File: src/rtl/dense_pkg.sv
// rtl/dense_pkg.sv - shared constants, word/index types and FSM states for the dense bias stage
package dense_pkg;

    localparam int WORD_SIZE   = 32;
    localparam int NUM_NEURONS = 10;
    localparam int ADR_SIZE    = $clog2(NUM_NEURONS);

    typedef logic signed [WORD_SIZE-1:0] word_t;
    typedef logic [ADR_SIZE-1:0]         idx_t;

    typedef enum logic [1:0] {
        IDLE,
        RUN,
        DRAIN
    } state_t;

    localparam idx_t LAST_IDX = idx_t'(NUM_NEURONS - 1);

endpackage

File: src/rtl/dense_bias_adder_if.sv
// rtl/dense_bias_adder_if.sv - accumulator-in and result-out stream handshakes of the bias stage
interface dense_bias_adder_if;
    import dense_pkg::*;

    logic  acc_valid;
    logic  acc_ready;
    word_t acc_data;

    logic  out_valid;
    logic  out_ready;
    word_t out_data;
    idx_t  out_idx;
    logic  out_last;

    // Environment side: feeds accumulators, consumes results
    modport master (
        output acc_valid, acc_data, out_ready,
        input  acc_ready, out_valid, out_data, out_idx, out_last
    );

    // Bias stage side
    modport slave (
        input  acc_valid, acc_data, out_ready,
        output acc_ready, out_valid, out_data, out_idx, out_last
    );

endinterface

File: src/rtl/bias_sat_add.sv
// rtl/bias_sat_add.sv - combinational acc+bias adder, clamping when DENSE_BIAS_SATURATE_EN is defined
module bias_sat_add
    import dense_pkg::*;
(
    input  word_t acc,
    input  word_t bias,
    output word_t sum
);

`ifdef DENSE_BIAS_SATURATE_EN
    localparam word_t WORD_MAX = {1'b0, {(WORD_SIZE-1){1'b1}}};
    localparam word_t WORD_MIN = {1'b1, {(WORD_SIZE-1){1'b0}}};

    logic [WORD_SIZE:0] wide;

    // One extra sign bit exposes overflow: top two bits disagree -> clamp toward the true sign
    always_comb begin
        wide = {acc[WORD_SIZE-1], acc} + {bias[WORD_SIZE-1], bias};
        if (wide[WORD_SIZE] != wide[WORD_SIZE-1]) begin
            sum = wide[WORD_SIZE] ? WORD_MIN : WORD_MAX;
        end else begin
            sum = wide[WORD_SIZE-1:0];
        end
    end
`else
    // The low word of the widened sum equals the plain word-width sum, so wrap needs no extra bit
    assign sum = acc + bias;
`endif

endmodule

File: src/rtl/dense_bias_adder.sv
// rtl/dense_bias_adder.sv - adds per-neuron LUT bias to each MAC accumulator; DENSE_BIAS_SATURATE_EN selects clamping
module dense_bias_adder
    import dense_pkg::*;
(
    input  logic               clk,
    input  logic               rst_n,
    input  logic               start,
    dense_bias_adder_if.slave  bus,
    output idx_t               lut_adr,
    input  word_t              lut_data,
    output logic               done
);

    state_t state_q, state_d;
    idx_t   idx_q, idx_d;
    logic   out_valid_q, out_valid_d;
    word_t  out_data_q, out_data_d;
    idx_t   out_idx_q, out_idx_d;
    logic   out_last_q, out_last_d;
    logic   done_q, done_d;

    word_t  sum;
    logic   acc_ready;
    logic   acc_fire;
    logic   out_fire;

    // The LUT is combinational, so the bias for idx arrives in the same cycle as its accumulator
    bias_sat_add u_add (
        .acc  (bus.acc_data),
        .bias (lut_data),
        .sum  (sum)
    );

    // A new word may enter only when the output register is empty or being drained this cycle
    assign acc_ready = (state_q == RUN) && (!out_valid_q || bus.out_ready);
    assign acc_fire  = bus.acc_valid && acc_ready;
    assign out_fire  = out_valid_q && bus.out_ready;

    // Pass sequencing: start opens a pass, last accept drains, final fire raises done next cycle
    always_comb begin
        state_d = state_q;
        done_d  = 1'b0;
        case (state_q)
            IDLE:    if (start) state_d = RUN;
            RUN:     if (acc_fire && idx_q == LAST_IDX) state_d = DRAIN;
            DRAIN: begin
                if (out_fire) begin
                    state_d = IDLE;
                    done_d  = 1'b1;
                end
            end
            default: state_d = IDLE;
        endcase
    end

    // Output register: load on accept (wins over a same-cycle fire), otherwise hold until consumed
    always_comb begin
        idx_d       = idx_q;
        out_valid_d = out_valid_q;
        out_data_d  = out_data_q;
        out_idx_d   = out_idx_q;
        out_last_d  = out_last_q;
        if (acc_fire) begin
            out_valid_d = 1'b1;
            out_data_d  = sum;
            out_idx_d   = idx_q;
            out_last_d  = (idx_q == LAST_IDX);
            idx_d       = (idx_q == LAST_IDX) ? '0 : idx_q + idx_t'(1);
        end else if (out_fire) begin
            out_valid_d = 1'b0;
        end
    end

    // State and datapath registers; reset aborts any pass in flight
    always_ff @(posedge clk or negedge rst_n) begin
        if (!rst_n) begin
            state_q     <= IDLE;
            idx_q       <= '0;
            out_valid_q <= 1'b0;
            out_data_q  <= '0;
            out_idx_q   <= '0;
            out_last_q  <= 1'b0;
            done_q      <= 1'b0;
        end else begin
            state_q     <= state_d;
            idx_q       <= idx_d;
            out_valid_q <= out_valid_d;
            out_data_q  <= out_data_d;
            out_idx_q   <= out_idx_d;
            out_last_q  <= out_last_d;
            done_q      <= done_d;
        end
    end

    assign bus.acc_ready = acc_ready;
    assign bus.out_valid = out_valid_q;
    assign bus.out_data  = out_data_q;
    assign bus.out_idx   = out_idx_q;
    assign bus.out_last  = out_last_q;
    assign lut_adr       = idx_q;
    assign done          = done_q;

endmodule

File: src/flat_wrapper.sv
// flat-port wrapper written by rule: the top's interface ports become plain ports
module dense_bias_adder_flat import dense_pkg::*;
  (clk, rst_n, start, lut_adr, lut_data, done, bus_acc_valid, bus_acc_data, bus_out_ready, bus_acc_ready, bus_out_valid, bus_out_data, bus_out_idx, bus_out_last);
  dense_bias_adder_if bus_i ();
  input  logic clk;
  input  logic rst_n;
  input  logic start;
  output idx_t lut_adr;
  input  word_t lut_data;
  output logic done;
  input wire logic [$bits(bus_i.acc_valid)-1:0] bus_acc_valid;
  input wire logic [$bits(bus_i.acc_data)-1:0] bus_acc_data;
  input wire logic [$bits(bus_i.out_ready)-1:0] bus_out_ready;
  output wire logic [$bits(bus_i.acc_ready)-1:0] bus_acc_ready;
  output wire logic [$bits(bus_i.out_valid)-1:0] bus_out_valid;
  output wire logic [$bits(bus_i.out_data)-1:0] bus_out_data;
  output wire logic [$bits(bus_i.out_idx)-1:0] bus_out_idx;
  output wire logic [$bits(bus_i.out_last)-1:0] bus_out_last;
  assign bus_i.acc_valid = bus_acc_valid;
  assign bus_i.acc_data = bus_acc_data;
  assign bus_i.out_ready = bus_out_ready;
  assign bus_acc_ready = bus_i.acc_ready;
  assign bus_out_valid = bus_i.out_valid;
  assign bus_out_data = bus_i.out_data;
  assign bus_out_idx = bus_i.out_idx;
  assign bus_out_last = bus_i.out_last;
  dense_bias_adder u_core (.clk(clk), .rst_n(rst_n), .start(start), .bus(bus_i), .lut_adr(lut_adr), .lut_data(lut_data), .done(done));
endmodule
File: config.mk
export PLATFORM = sky130hd
export DESIGN_NAME = dense_bias_adder_flat
export DESIGN_NICKNAME = d
export VERILOG_FILES = /design/src/rtl/dense_pkg.sv /design/src/rtl/dense_bias_adder_if.sv /design/src/rtl/bias_sat_add.sv /design/src/rtl/dense_bias_adder.sv /design/src/flat_wrapper.sv
export SDC_FILE = /design/constraint.sdc
export NUM_CORES = 1
export LEC_CHECK = 0
export BUFFER_PORTS_ARGS = -buffer_cell sky130_fd_sc_hd__buf_2
export CAP_MARGIN = 20
export CORE_MARGIN = 1
export CORE_UTILIZATION = 42
export CTS_CLUSTER_DIAMETER = 40
export CTS_CLUSTER_SIZE = 30
export DETAILED_ROUTE_END_ITERATION = 8
export HOLD_SLACK_MARGIN = 0.05
export PLACE_DENSITY_LB_ADDON = 0.15
export SLEW_MARGIN = 5
export SYNTH_ARGS = -nofsm -noshare
export SYNTH_HDL_FRONTEND = slang
export SYNTH_SLANG_ARGS = --single-unit
File: constraint.sdc
create_clock -name clk -period 2 [get_ports clk]
set_clock_uncertainty 0.2 [all_clocks]
set_input_delay 0.4 -clock clk [delete_from_list [all_inputs] [get_ports clk]]
set_output_delay 0.4 -clock clk [all_outputs]
set_load 0.05 [all_outputs]
==> metrics.md <==
| Metric | Value |
|---|---|
| Outcome | `complete, but fails checks` |
| Failing checks | `negative setup slack` |
| # setup viols final | `23` |
| GRT overflow | `0` |
| Post-synthesis register bit count | `45` |
| Post-synth EDFFs | `0` |
| First-pass DRT Iterations | `5` |
| Die width | `roughly 97 um` |
| Largest net degree at the start of global routing | `30` |
| Max FO, Critical Path | `4` |
| # nets final | `770` |
| Worst hold path stage count | `3` |
| DIE HEIGHT | `96.8 um` |
| Root buffer cell | `clkbuf_8` |
| WP data required | `2050 ps` |
| Clock tree buffer depth | `2` |
| CP startpoint kind | `input pin` |
| PD cells | `1080 mW/mm2` |
| Max-slew violation count | `0` |
| Synthesized cell area | `0.00377 mm2` |
| Synth Flop Type | `dfrtp_1` |
| Vias in the first global route | `4149` |
| Fmax | `0.420 GHz` |
| Kind of critical path | `in2reg` |
| Via density | `5.53` |
| Worst R2R Setup Slack | `30 ps` |
| Wire per inst | `15.5 um` |
| H-tree levels | `2` |
| Post-route DRC | `0` |
| Sequential area share after synthesis | `0.298` |
| Unrepaired setup endpoints after global routing | `true` |
| Synth warn | `0` |
| First-pass GRT wire length | `between 15 and 20 mm` |
| Crit end category | `flop` |
| Synthesis-to-finish area growth | `57.1%` |
| Setup TNS | `-3970 ps` |
| Clock insertion delay at the later pin of the skew report | `320 ps` |
| Post-Layout Inst Area | `~0.006 mm2` |
| Clock slew at reported path FFs | `110 ps` |
| Final Critical Period | `2380 ps` |
| Async SR Flop Fraction | `1.00` |
| Tcrit/Tclk final | `1.19` |
| Largest area contributor in the netlist | `dfrtp_1` |
| N_diodes | `0` |
| DRT Wirelength | `12.1 mm` |
| Worst R2R Path Depth | `6` |
| Final ANT Viol Nets | `0` |
| Worst vdd ir | `611 uV` |
| Die ar. | `approximately 0.0094 mm2` |
| Initial Utilization | `0.433` |
| Syn Inst Count | `450` |
| Port bufs | `112` |
| Ratio of cells with drive above 1 in the final layout | `0.478` |
| Iter 0 DRT Violations | `208` |
| Leak Pwr | `2.84 nW` |
| Vias after detailed routing | `4300` |
| Critical path arrival | `2430 ps` |
| DP HPWL | `9.23 mm` |
| GRT Total Usage | `0.253` |
| CTS tree | `yes` |
| Number of distinct library cells after synthesis | `between 60 and 70` |
| Post-synthesis net count | `551` |
| CTS sink count | `45` |
| Setup WS post-layout | `-381 ps` |
| Yosys top cell area share | `0.298` |
| Core Area | `0.00872 mm2` |
| Slew headroom | `0.607` |
| IO Pins | `approximately 110` |
| GP Congestion | `0.880` |
| Dominant cells by area after synthesis | `dfrtp_1, ha_1, nand2_1` |
| Initial antenna violation count | `0` |
| Max-cap viol count | `0` |
| Worst hold path type | `in2reg` |
| Average cell area after synthesis | `8.39 um2` |
| Hold Fails Final Rpt | `0` |
| Inserted Clock Buffers | `5` |
| Final Util | `0.680` |
| Least-Margin Pin Slew | `590 ps` |
| Rows | `34` |
| Post-DP Area | `0.00539 mm2` |
## per-stage QoR
| step | cells | total power [W] | setup WS (ps) | hold slack, ps |
|---|---|---|---|---|
| 2_1_floorplan | 450 | 0.00445 | -494 | -95.6 |
| 3_3_place_gp | 753 | 0.00552 | -692 | 231 |
| 6_report | 778 | 0.00641 | -381 | 137 |
| 5_1_grt | 778 | 0.00675 | -456 | 168 |
| 3_5_place_dp | 753 | 0.00559 | -749 | 239 |
| 4_1_cts | 767 | 0.00631 | -319 | 135 |
## area by class of cell
| class | count | area (um2) |
|---|---|---|
| clock buffer | 5 | 68.8 |
| sequential | 45 | 1130 |
| fill | 698 | 2790 |
| tap | 108 | 135 |
| clock inverter | 3 | 25.0 |
| timing repair buffer | 234 | 1560 |
| multi-input combinational | 374 | 2980 |
| inverter | 9 | 33.8 |
## cells by family after synthesis
| kind of cell | Yosys count | share of synthesized area |
|---|---|---|
| XOR/XNOR | 15 | 0.0348 |
| multiplexers | 3 | 0.00829 |
| AND/OR/NAND/NOR | 183 | 0.239 |
| AO/OA/AOI/OAI | 141 | 0.276 |
| flip-flops | 45 | 0.298 |
| adder cells (fa/ha/maj) | 32 | 0.108 |
| buffers and inverters | 31 | 0.0358 |
## worst max-delay path, cell delays in order
cell	delay, ps
buf_6	100
ha_4	150
fa_2	340
a21o_4	230
a22o_4	230
a2111oi_4	470
nor3_2	130
o21a_1	210
o31ai_2	160
## cells in the mapped netlist (3+ instances only)
cell / count
nand2_1: 75
dfrtp_1: 45
ha_1: 31
o21ai_0: 29
a21oi_1: 27
nor2_1: 20
a21o_1: 17
nand3_1: 16
nor3_1: 15
clkbuf_1: 12
xnor2_1: 11
o31ai_1: 10
inv_1: 9
nand4_1: 9
o21a_1: 9
buf_2: 8
a211oi_1: 7
and3_1: 6
nor2b_1: 6
o211ai_1: 6
a211o_1: 5
and2_1: 5
nor3b_1: 5
a31oi_1: 4
nand2b_1: 4
or2_2: 4
or3_1: 4
xor2_1: 4
a221oi_1: 3
nand3b_1: 3
## report_power, final
part / internal (W) / total [W] / leakage, nW / switching, W
Combinational: 0.00132 / 0.00412 / 2.25 / 0.00280
Clock: 0.000254 / 0.000649 / 0.0447 / 0.000395
Sequential: 0.00134 / 0.00164 / 0.545 / 0.000299
## registers in the layout, indices dropped and copies added (netlist names)
signal / cells
u_core.bus.out_data: 32
u_core.bus.out_idx: 4
u_core.bus.out_last: 1
u_core.bus.out_valid: 1
u_core.done: 1
u_core.lut_adr: 4
u_core.state_q: 2
## cells in the final DEF (no fill, tap or decap), drive strengths merged, types with 3 or more instances in the layout
cell type and n:
a211oi 8, nor2b 6, ha 31, buf 233, o2111ai 3, o31ai 11, nand2b 4, nand3 16
xor2 4, or3 4, a31oi 4, inv 10, xnor2 11, a221oi 4, nor3 15, or2 4
and3 8, nor2 21, nand4 9, o211ai 7, nand3b 3, a21o 18, nor3b 5, nand2 75
dfrtp 45, o21ai 29, a21oi 29, and2 6, o21a 9, a211o 5, clkbuf 5
## worst paths after layout
check	start	end
max	lut_data[0]	u_core.bus.out_data[20]
min	start	u_core.state_q[0]
min in group asynchronous	rst_n	u_core.bus.out_data[1]
max in group asynchronous	rst_n	u_core.bus.out_data[15]
max reg2reg	u_core.state_q[0]	u_core.bus.out_data[28]
min reg2reg	u_core.bus.out_idx[3]	u_core.bus.out_idx[3]
## repair_timing
action | in CTS | in global routing
hold endpoints to repair | 23 | 0
resized for setup | 33 | 29
setup endpoints to repair | 23 | 25
hold buffers | 1 | 0
buffers inserted | 5 | 12
pin swaps | 25 | 23
## metal layers
layer  track usage  vias up  part of all wire
li1              -     2099                 -
met1         0.335     2019              0.43
met2         0.434      166              0.50
met3        0.0405       16             0.057
met4        0.0551        0             0.013
met5             0        -                 0
Power figures use the tool's default switching activity.
